File: config.mk
export PLATFORM = sky130hd
export DESIGN_NAME = mac_acc_pipe
export DESIGN_NICKNAME = d
export VERILOG_FILES = /design/src/rtl/mac_acc_pipe.sv
export SDC_FILE = /design/constraint.sdc
export NUM_CORES = 1
export LEC_CHECK = 0
export CAP_MARGIN = 25
export CORE_MARGIN = 3
export CORE_UTILIZATION = 39
export CTS_BUF_LIST = sky130_fd_sc_hd__clkbuf_8
export CTS_CLUSTER_SIZE = 40
export DETAILED_ROUTE_END_ITERATION = 7
export GPL_TIMING_DRIVEN = 0
export SETUP_SLACK_MARGIN = 0.5
export SLEW_MARGIN = 20
export SYNTH_ARGS = -nofsm -noshare
export SYNTH_HDL_FRONTEND = slang
export SYNTH_SLANG_ARGS = --single-unit
export TNS_END_PERCENT = 50
File: constraint.sdc
create_clock -name clk -period 7.8 [get_ports clk]
set_input_delay 1.56 -clock clk [delete_from_list [all_inputs] [get_ports clk]]
set_output_delay 1.56 -clock clk [all_outputs]
set_load 0.01 [all_outputs]
File: src/rtl/mac_acc_pipe.sv
// Pipelined multiply-accumulate engine with internal accumulator feedback.
// Three register stages: S1 captures operands and framing, S2 holds the
// extended product, and S3 updates the accumulator and output registers.
// The accumulator can saturate or wrap, and it keeps a sticky overflow flag.
//
// Ports:
//   clk, rst_n    rising-edge clock, asynchronous active-low reset
//   in_valid      beat qualifier (no backpressure)
//   a, b          IN_W-bit operands
//   in_clr        beat starts a new accumulation (discards the partial sum)
//   in_last       beat ends the accumulation (the result is emitted)
//   out_valid     one-cycle pulse when out_data/out_ovf carry a new result
//   out_data      ACC_W-bit accumulated result, held until the next result
//   out_ovf       overflow seen in any beat of the emitted accumulation
module mac_acc_pipe #(
  parameter int unsigned IN_W     = 16,
  parameter int unsigned ACC_W    = 40,
  parameter bit          SIGNED   = 1'b1,
  parameter bit          SATURATE = 1'b1
) (
  input  logic             clk,
  input  logic             rst_n,
  input  logic             in_valid,
  input  logic [IN_W-1:0]  a,
  input  logic [IN_W-1:0]  b,
  input  logic             in_clr,
  input  logic             in_last,
  output logic             out_valid,
  output logic [ACC_W-1:0] out_data,
  output logic             out_ovf
);

  localparam int unsigned ProdW = 2 * IN_W;

  if (ACC_W < ProdW) begin : g_acc_w_check
    $error("mac_acc_pipe: ACC_W must be >= 2*IN_W");
  end

  // S1: operand and framing capture
  logic            s1_valid_q, s1_clr_q, s1_last_q;
  logic [IN_W-1:0] s1_a_q, s1_b_q;

  always_ff @(posedge clk or negedge rst_n) begin
    if (!rst_n) begin
      s1_valid_q <= 1'b0;
      s1_clr_q   <= 1'b0;
      s1_last_q  <= 1'b0;
      s1_a_q     <= '0;
      s1_b_q     <= '0;
    end else begin
      s1_valid_q <= in_valid;
      // Framing bits only mean something on a valid beat.
      s1_clr_q   <= in_valid & in_clr;
      s1_last_q  <= in_valid & in_last;
      if (in_valid) begin
        s1_a_q <= a;
        s1_b_q <= b;
      end
    end
  end

  // S2: full-width product, extended to accumulator width
  logic [ProdW-1:0] prod;
  logic [ACC_W-1:0] prod_ext;

  always_comb begin
    if (SIGNED) begin
      prod     = ProdW'($signed(s1_a_q)) * ProdW'($signed(s1_b_q));
      prod_ext = ACC_W'($signed(prod));
    end else begin
      prod     = ProdW'(s1_a_q) * ProdW'(s1_b_q);
      prod_ext = ACC_W'(prod);
    end
  end

  logic             s2_valid_q, s2_clr_q, s2_last_q;
  logic [ACC_W-1:0] s2_prod_q;

  always_ff @(posedge clk or negedge rst_n) begin
    if (!rst_n) begin
      s2_valid_q <= 1'b0;
      s2_clr_q   <= 1'b0;
      s2_last_q  <= 1'b0;
      s2_prod_q  <= '0;
    end else begin
      s2_valid_q <= s1_valid_q;
      s2_clr_q   <= s1_clr_q;
      s2_last_q  <= s1_last_q;
      if (s1_valid_q) begin
        s2_prod_q <= prod_ext;
      end
    end
  end

  // S3: accumulate, detect overflow, saturate or wrap
  logic [ACC_W-1:0] acc_q, acc_d;
  logic             ovf_q, ovf_d;
  logic             out_valid_q, out_valid_d;
  logic [ACC_W-1:0] out_data_q, out_data_d;
  logic             out_ovf_q, out_ovf_d;

  logic [ACC_W-1:0] base, sum, sat_val, result;
  logic [ACC_W:0]   sum_wide;
  logic             ovf_beat, sticky_next;

  always_comb begin
    base     = s2_clr_q ? '0 : acc_q;
    sum_wide = {1'b0, base} + {1'b0, s2_prod_q};
    sum      = sum_wide[ACC_W-1:0];
    if (SIGNED) begin
      ovf_beat = (base[ACC_W-1] == s2_prod_q[ACC_W-1]) && (sum[ACC_W-1] != base[ACC_W-1]);
      // An overflow is always in the direction of the operands' common sign.
      sat_val  = {base[ACC_W-1], {(ACC_W-1){~base[ACC_W-1]}}};
    end else begin
      ovf_beat = sum_wide[ACC_W];
      sat_val  = '1;
    end
    result      = (SATURATE && ovf_beat) ? sat_val : sum;
    sticky_next = (s2_clr_q ? 1'b0 : ovf_q) | ovf_beat;

    acc_d       = acc_q;
    ovf_d       = ovf_q;
    out_valid_d = 1'b0;
    out_data_d  = out_data_q;
    out_ovf_d   = out_ovf_q;
    if (s2_valid_q) begin
      if (s2_last_q) begin
        out_valid_d = 1'b1;
        out_data_d  = result;
        out_ovf_d   = sticky_next;
        // Auto-clear so the next frame starts from zero even without clr.
        acc_d       = '0;
        ovf_d       = 1'b0;
      end else begin
        acc_d = result;
        ovf_d = sticky_next;
      end
    end
  end

  always_ff @(posedge clk or negedge rst_n) begin
    if (!rst_n) begin
      acc_q       <= '0;
      ovf_q       <= 1'b0;
      out_valid_q <= 1'b0;
      out_data_q  <= '0;
      out_ovf_q   <= 1'b0;
    end else begin
      acc_q       <= acc_d;
      ovf_q       <= ovf_d;
      out_valid_q <= out_valid_d;
      out_data_q  <= out_data_d;
      out_ovf_q   <= out_ovf_d;
    end
  end

  assign out_valid = out_valid_q;
  assign out_data  = out_data_q;
  assign out_ovf   = out_ovf_q;

endmodule

==> results of run 1 <==
[cells in the mapped netlist (5+ instances only)]
cell type,number
sky130_fd_sc_hd__a21oi_1,69
sky130_fd_sc_hd__buf_1,5
sky130_fd_sc_hd__clkbuf_1,69
sky130_fd_sc_hd__and3_1,8
sky130_fd_sc_hd__inv_1,340
sky130_fd_sc_hd__nand3_1,14
sky130_fd_sc_hd__nor3_1,9
sky130_fd_sc_hd__nor2_1,119
sky130_fd_sc_hd__a211o_1,5
sky130_fd_sc_hd__dfrtp_1,153
sky130_fd_sc_hd__a211oi_1,16
sky130_fd_sc_hd__and2_1,131
sky130_fd_sc_hd__a31oi_1,10
sky130_fd_sc_hd__o21ai_0,48
sky130_fd_sc_hd__nand2b_1,8
sky130_fd_sc_hd__ha_1,121
sky130_fd_sc_hd__o21ai_1,30
sky130_fd_sc_hd__o211ai_1,6
sky130_fd_sc_hd__xnor2_1,43
sky130_fd_sc_hd__nand2_1,198
sky130_fd_sc_hd__mux2_2,52
sky130_fd_sc_hd__nor2b_1,5
sky130_fd_sc_hd__or3_1,5
sky130_fd_sc_hd__xor2_1,21
sky130_fd_sc_hd__nand4_1,12
sky130_fd_sc_hd__o21bai_1,13
sky130_fd_sc_hd__o221ai_1,5
sky130_fd_sc_hd__fa_1,263
sky130_fd_sc_hd__o22ai_1,39
sky130_fd_sc_hd__a21o_1,30
[worst max-delay path by stage]
stage	startpoint	end	depth (start not counted)
finish	s1_b_q[11]	s2_prod_q[24]	21
CTS	s1_a_q[12]	s2_prod_q[28]	21
global placement	rst_n	s1_a_q[14]	1
detailed placement	s1_b_q[8]	s2_prod_q[28]	24
floorplan	s1_b_q[8]	s2_prod_q[24]	24
global route	s1_b_q[7]	s2_prod_q[29]	23
[kinds of logic (layout without fill, tap and decap cells)]
group	after synthesis	in the layout	synth area share
AO/OA/AOI/OAI	310	310	0.109
AND/OR/NAND/NOR	528	528	0.141
adder cells (fa/ha/maj)	384	384	0.379
buffers and inverters	423	534	0.0908
XOR/XNOR	64	64	0.0314
flip-flops	153	153	0.214
multiplexers	54	54	0.0339
[registers in the layout, summed over array words and instances (netlist names), 16 cells and up]
signal / flops
s1_b_q: 16
s1_a_q: 16
s2_prod_q: 32
acc_q: 40
out_data: 40
[timing repair]
| action | 4_1_cts | 5_1_grt |
|---|---|---|
| setup endpoints to repair | 4 | 7 |
| hold endpoints to repair | 0 | 0 |
| hold buffers | 0 | 0 |
| resized for setup | 11 | 31 |
[area by class of cell]
class                           instances  area (sq um)  area share
Buffer                                 82           372      0.0187
Clock buffer                           17           234      0.0118
Clock inverter                         15           170     0.00856
Inverter                              341          1280      0.0644
Multi-Input combinational cell       1340         12400       0.626
Sequential cell                       153          3830       0.193
Tap cell                              592           741      0.0373
Timing Repair Buffer                   79           813      0.0409
[per-layer routing]
| metal | share of wire | routed length (microns) | track usage | up-vias |
|---|---|---|---|---|
| li1 | - | - | - | 6309 |
| met1 | 0.45 | 21400 | 0.281 | 6779 |
| met2 | 0.48 | 22800 | 0.350 | 325 |
| met3 | 0.051 | 2430 | 0.0415 | 71 |
| met4 | 0.028 | 1350 | 0.0706 | 0 |
| met5 | 0 | 0 | 0 | - |
[stage by stage]
stage | cell area [sq um] | setup WS (ns) | instances | utilization | TNS (ns)
after floorplan | 17900 | 1.53 | 1916 | - | 0
after global placement | 19400 | -1.33 | 2586 | 0.434 | -197.22
after detailed placement | 19400 | 0.314 | 2587 | 0.434 | 0
after CTS | 19800 | 0.505 | 2619 | 0.444 | 0
after global routing | 19900 | 0.485 | 2619 | 0.445 | 0
final | 19900 | 0.811 | 2619 | 0.445 | 0
[placed cells by master (no fill, tap or decap), types with 5 or more instances in the layout]
master                              n
sky130_fd_sc_hd__a211o_1            5
sky130_fd_sc_hd__a211oi_1          15
sky130_fd_sc_hd__a21o_1            30
sky130_fd_sc_hd__a21oi_1           69
sky130_fd_sc_hd__a31oi_1           10
sky130_fd_sc_hd__and2_1           131
sky130_fd_sc_hd__and3_1             8
sky130_fd_sc_hd__buf_1              5
sky130_fd_sc_hd__clkbuf_1          46
sky130_fd_sc_hd__clkbuf_2          24
sky130_fd_sc_hd__clkbuf_8          17
sky130_fd_sc_hd__clkdlybuf4s50_1   77
sky130_fd_sc_hd__dfrtp_1          150
sky130_fd_sc_hd__fa_1             262
sky130_fd_sc_hd__ha_1             121
sky130_fd_sc_hd__inv_1            341
sky130_fd_sc_hd__mux2_2            52
sky130_fd_sc_hd__nand2_1          198
sky130_fd_sc_hd__nand2b_1           8
sky130_fd_sc_hd__nand3_1           14
sky130_fd_sc_hd__nand4_1           12
sky130_fd_sc_hd__nor2_1           119
sky130_fd_sc_hd__nor2b_1            5
sky130_fd_sc_hd__nor3_1             8
sky130_fd_sc_hd__o211ai_1           6
sky130_fd_sc_hd__o21ai_0           48
sky130_fd_sc_hd__o21ai_1           30
sky130_fd_sc_hd__o21bai_1          13
sky130_fd_sc_hd__o221ai_1           5
sky130_fd_sc_hd__o22ai_1           39
sky130_fd_sc_hd__or3_1              5
sky130_fd_sc_hd__xnor2_1           43
sky130_fd_sc_hd__xor2_1            21
[critical path: stages (launching register included)]
cell,delay (ns)
sky130_fd_sc_hd__dfrtp_1,0.64
sky130_fd_sc_hd__clkbuf_1,0.59
sky130_fd_sc_hd__nand2_1,0.16
sky130_fd_sc_hd__fa_1,0.42
sky130_fd_sc_hd__inv_1,0.08
sky130_fd_sc_hd__fa_1,0.44
sky130_fd_sc_hd__fa_1,0.57
sky130_fd_sc_hd__fa_1,0.43
sky130_fd_sc_hd__fa_1,0.49
sky130_fd_sc_hd__inv_1,0.05
sky130_fd_sc_hd__fa_1,0.47
sky130_fd_sc_hd__inv_1,0.04
sky130_fd_sc_hd__ha_1,0.34
sky130_fd_sc_hd__a21oi_1,0.24
sky130_fd_sc_hd__o21ai_0,0.12
sky130_fd_sc_hd__a221o_1,0.43
sky130_fd_sc_hd__a2111oi_4,0.44
sky130_fd_sc_hd__o21ai_0,0.20
sky130_fd_sc_hd__a21o_1,0.21
sky130_fd_sc_hd__a21oi_1,0.16
sky130_fd_sc_hd__xnor2_1,0.10
sky130_fd_sc_hd__mux2_2,0.26
==> results.md, run 1 <==
* Setup crit end kind: flip-flop
* Tightest Hold Check Type: reg2reg
* Setup Buffers After CTS at 0
* Worst path required time at 8.23 ns
* Seq/Total Area, Yosys at 0.214
* Placement row count at 77
* Clock slew seen by the registers of the worst setup and hold paths at 0.10 ns
* Slew headroom at 0.392
* Port bufs at 78
* Bufs on Longest Clock Path at 2
* Area share of the largest cell type after synthesis at 0.295
* Worst R2R Setup Slack at 0.81 ns
* Post-synth EDFFs at 0
* Hold Path Depth at 0
* Net Count, Synth at 2337
* Antenna cell count at 0
* Hold EP: s2_last_q
* Data arrival time of the critical path at 7.42 ns
* Clock insertion delay at the later pin of the skew report at 0.56 ns
* Final Hold Viols at 0
* Gate count after technology mapping at 1916
* Synth Warn # at 0
* Flip-flop and latch count after synthesis at 153
* RSZ-0062 raised after global routing: yes
* Number of inserted filler cells in the final layout at 4448
* Netlist cell types at 65
* Vert. Die Dim at 220 microns
* Global-route wire length before repair at 78400 microns
* Largest net degree at the start of global routing at 91
* Horizontal die dimension at 220 microns
* Worst hold slack at 0.357 ns
* Share of layout cells above drive strength 1 at 0.0651
* Netlist area before placement at 0.0179 sq mm
* Number of H-tree levels at 4
* Number of antenna violations at the first check in global routing at 0
* Top FF cell, synth: sky130_fd_sc_hd__dfrtp_1
* Synth top area cells: sky130_fd_sc_hd__fa_1, sky130_fd_sc_hd__dfrtp_1, sky130_fd_sc_hd__ha_1
* Total of max-cap violations at 0
* Worst Setup Path Type: reg2reg
* Final worst-path cycle share at 0.896
* Number of CTS-inserted buffers at 17
* Startpoint of the lowest-slack hold path: s1_last_q
* Top fanout value on the critical path at 10
* Area growth, synth to finish at 11.3%
* Synth async-reset ratio at 1.00
* Per-cell via count in the routed design at 5.15
* Total DRC errors in the routed layout at 0
* Fmax at 0.143 GHz
* Antenna-violating nets left at 0
* Cell type with the largest total area after synthesis: sky130_fd_sc_hd__fa_1
* Run status: completed
* Nets@finish at 2435
* Core box area at 0.0447 sq mm
* Routability Congestion at 0.933
* Post-detailed-placement half-perimeter wirelength at 38700 microns
* Effective utilization at floorplan at 0.400
* Minimum clock period after layout at 6.99 ns
* Category of the worst setup path launch point: flip-flop
* Total GRT Usage at 0.212
* Slew of the pin with the lowest slew margin at 0.912 ns
* Via count of the routed design at 13500
* Final setup violation count at 0
* Number of detailed-routing iterations run before antenna repair at 5
* Total die area at 0.0484 sq mm
* Average detailed-routed wire length per instance at 18.3 microns
* Final wirelength at 48000 microns
* CTS tree: built
* Number of primary I/O pins at 79
* Worst-case reg-to-reg path depth at 21
* Clk root buf: sky130_fd_sc_hd__clkbuf_8
* FF-to-FF Start: s1_b_q[11]
* TritonCTS sink count at 153
* Number of global-route vias before repair at 14300
* Avg Cell Area, Syn at 9.32 sq um
* Final count of pins violating max slew at 0
* Iter 0 DRT Violations at 752
* Worst Clk Skew at 0.0214 ns
* Total grt overflow at 0
* Critical R2R Capture: s2_prod_q[24]
Power of run 1 is not shown: default switching activity piles up to over one toggle a cycle in this logic, so the estimate is an artifact.
==> inputs of run 2 (changes only) <==
--- a/config.mk
+++ b/config.mk
@@ -13,6 +13,7 @@
 export DETAILED_ROUTE_END_ITERATION = 7
 export GPL_TIMING_DRIVEN = 0
 export SETUP_SLACK_MARGIN = 0.5
+export SKIP_LAST_GASP = 1
 export SLEW_MARGIN = 20
 export SYNTH_ARGS = -nofsm -noshare
 export SYNTH_HDL_FRONTEND = slang
==> results of run 2 <==
Final layout, timing and power as in run 1 (identical DEF).
Power of run 2 is left out for the same reason.
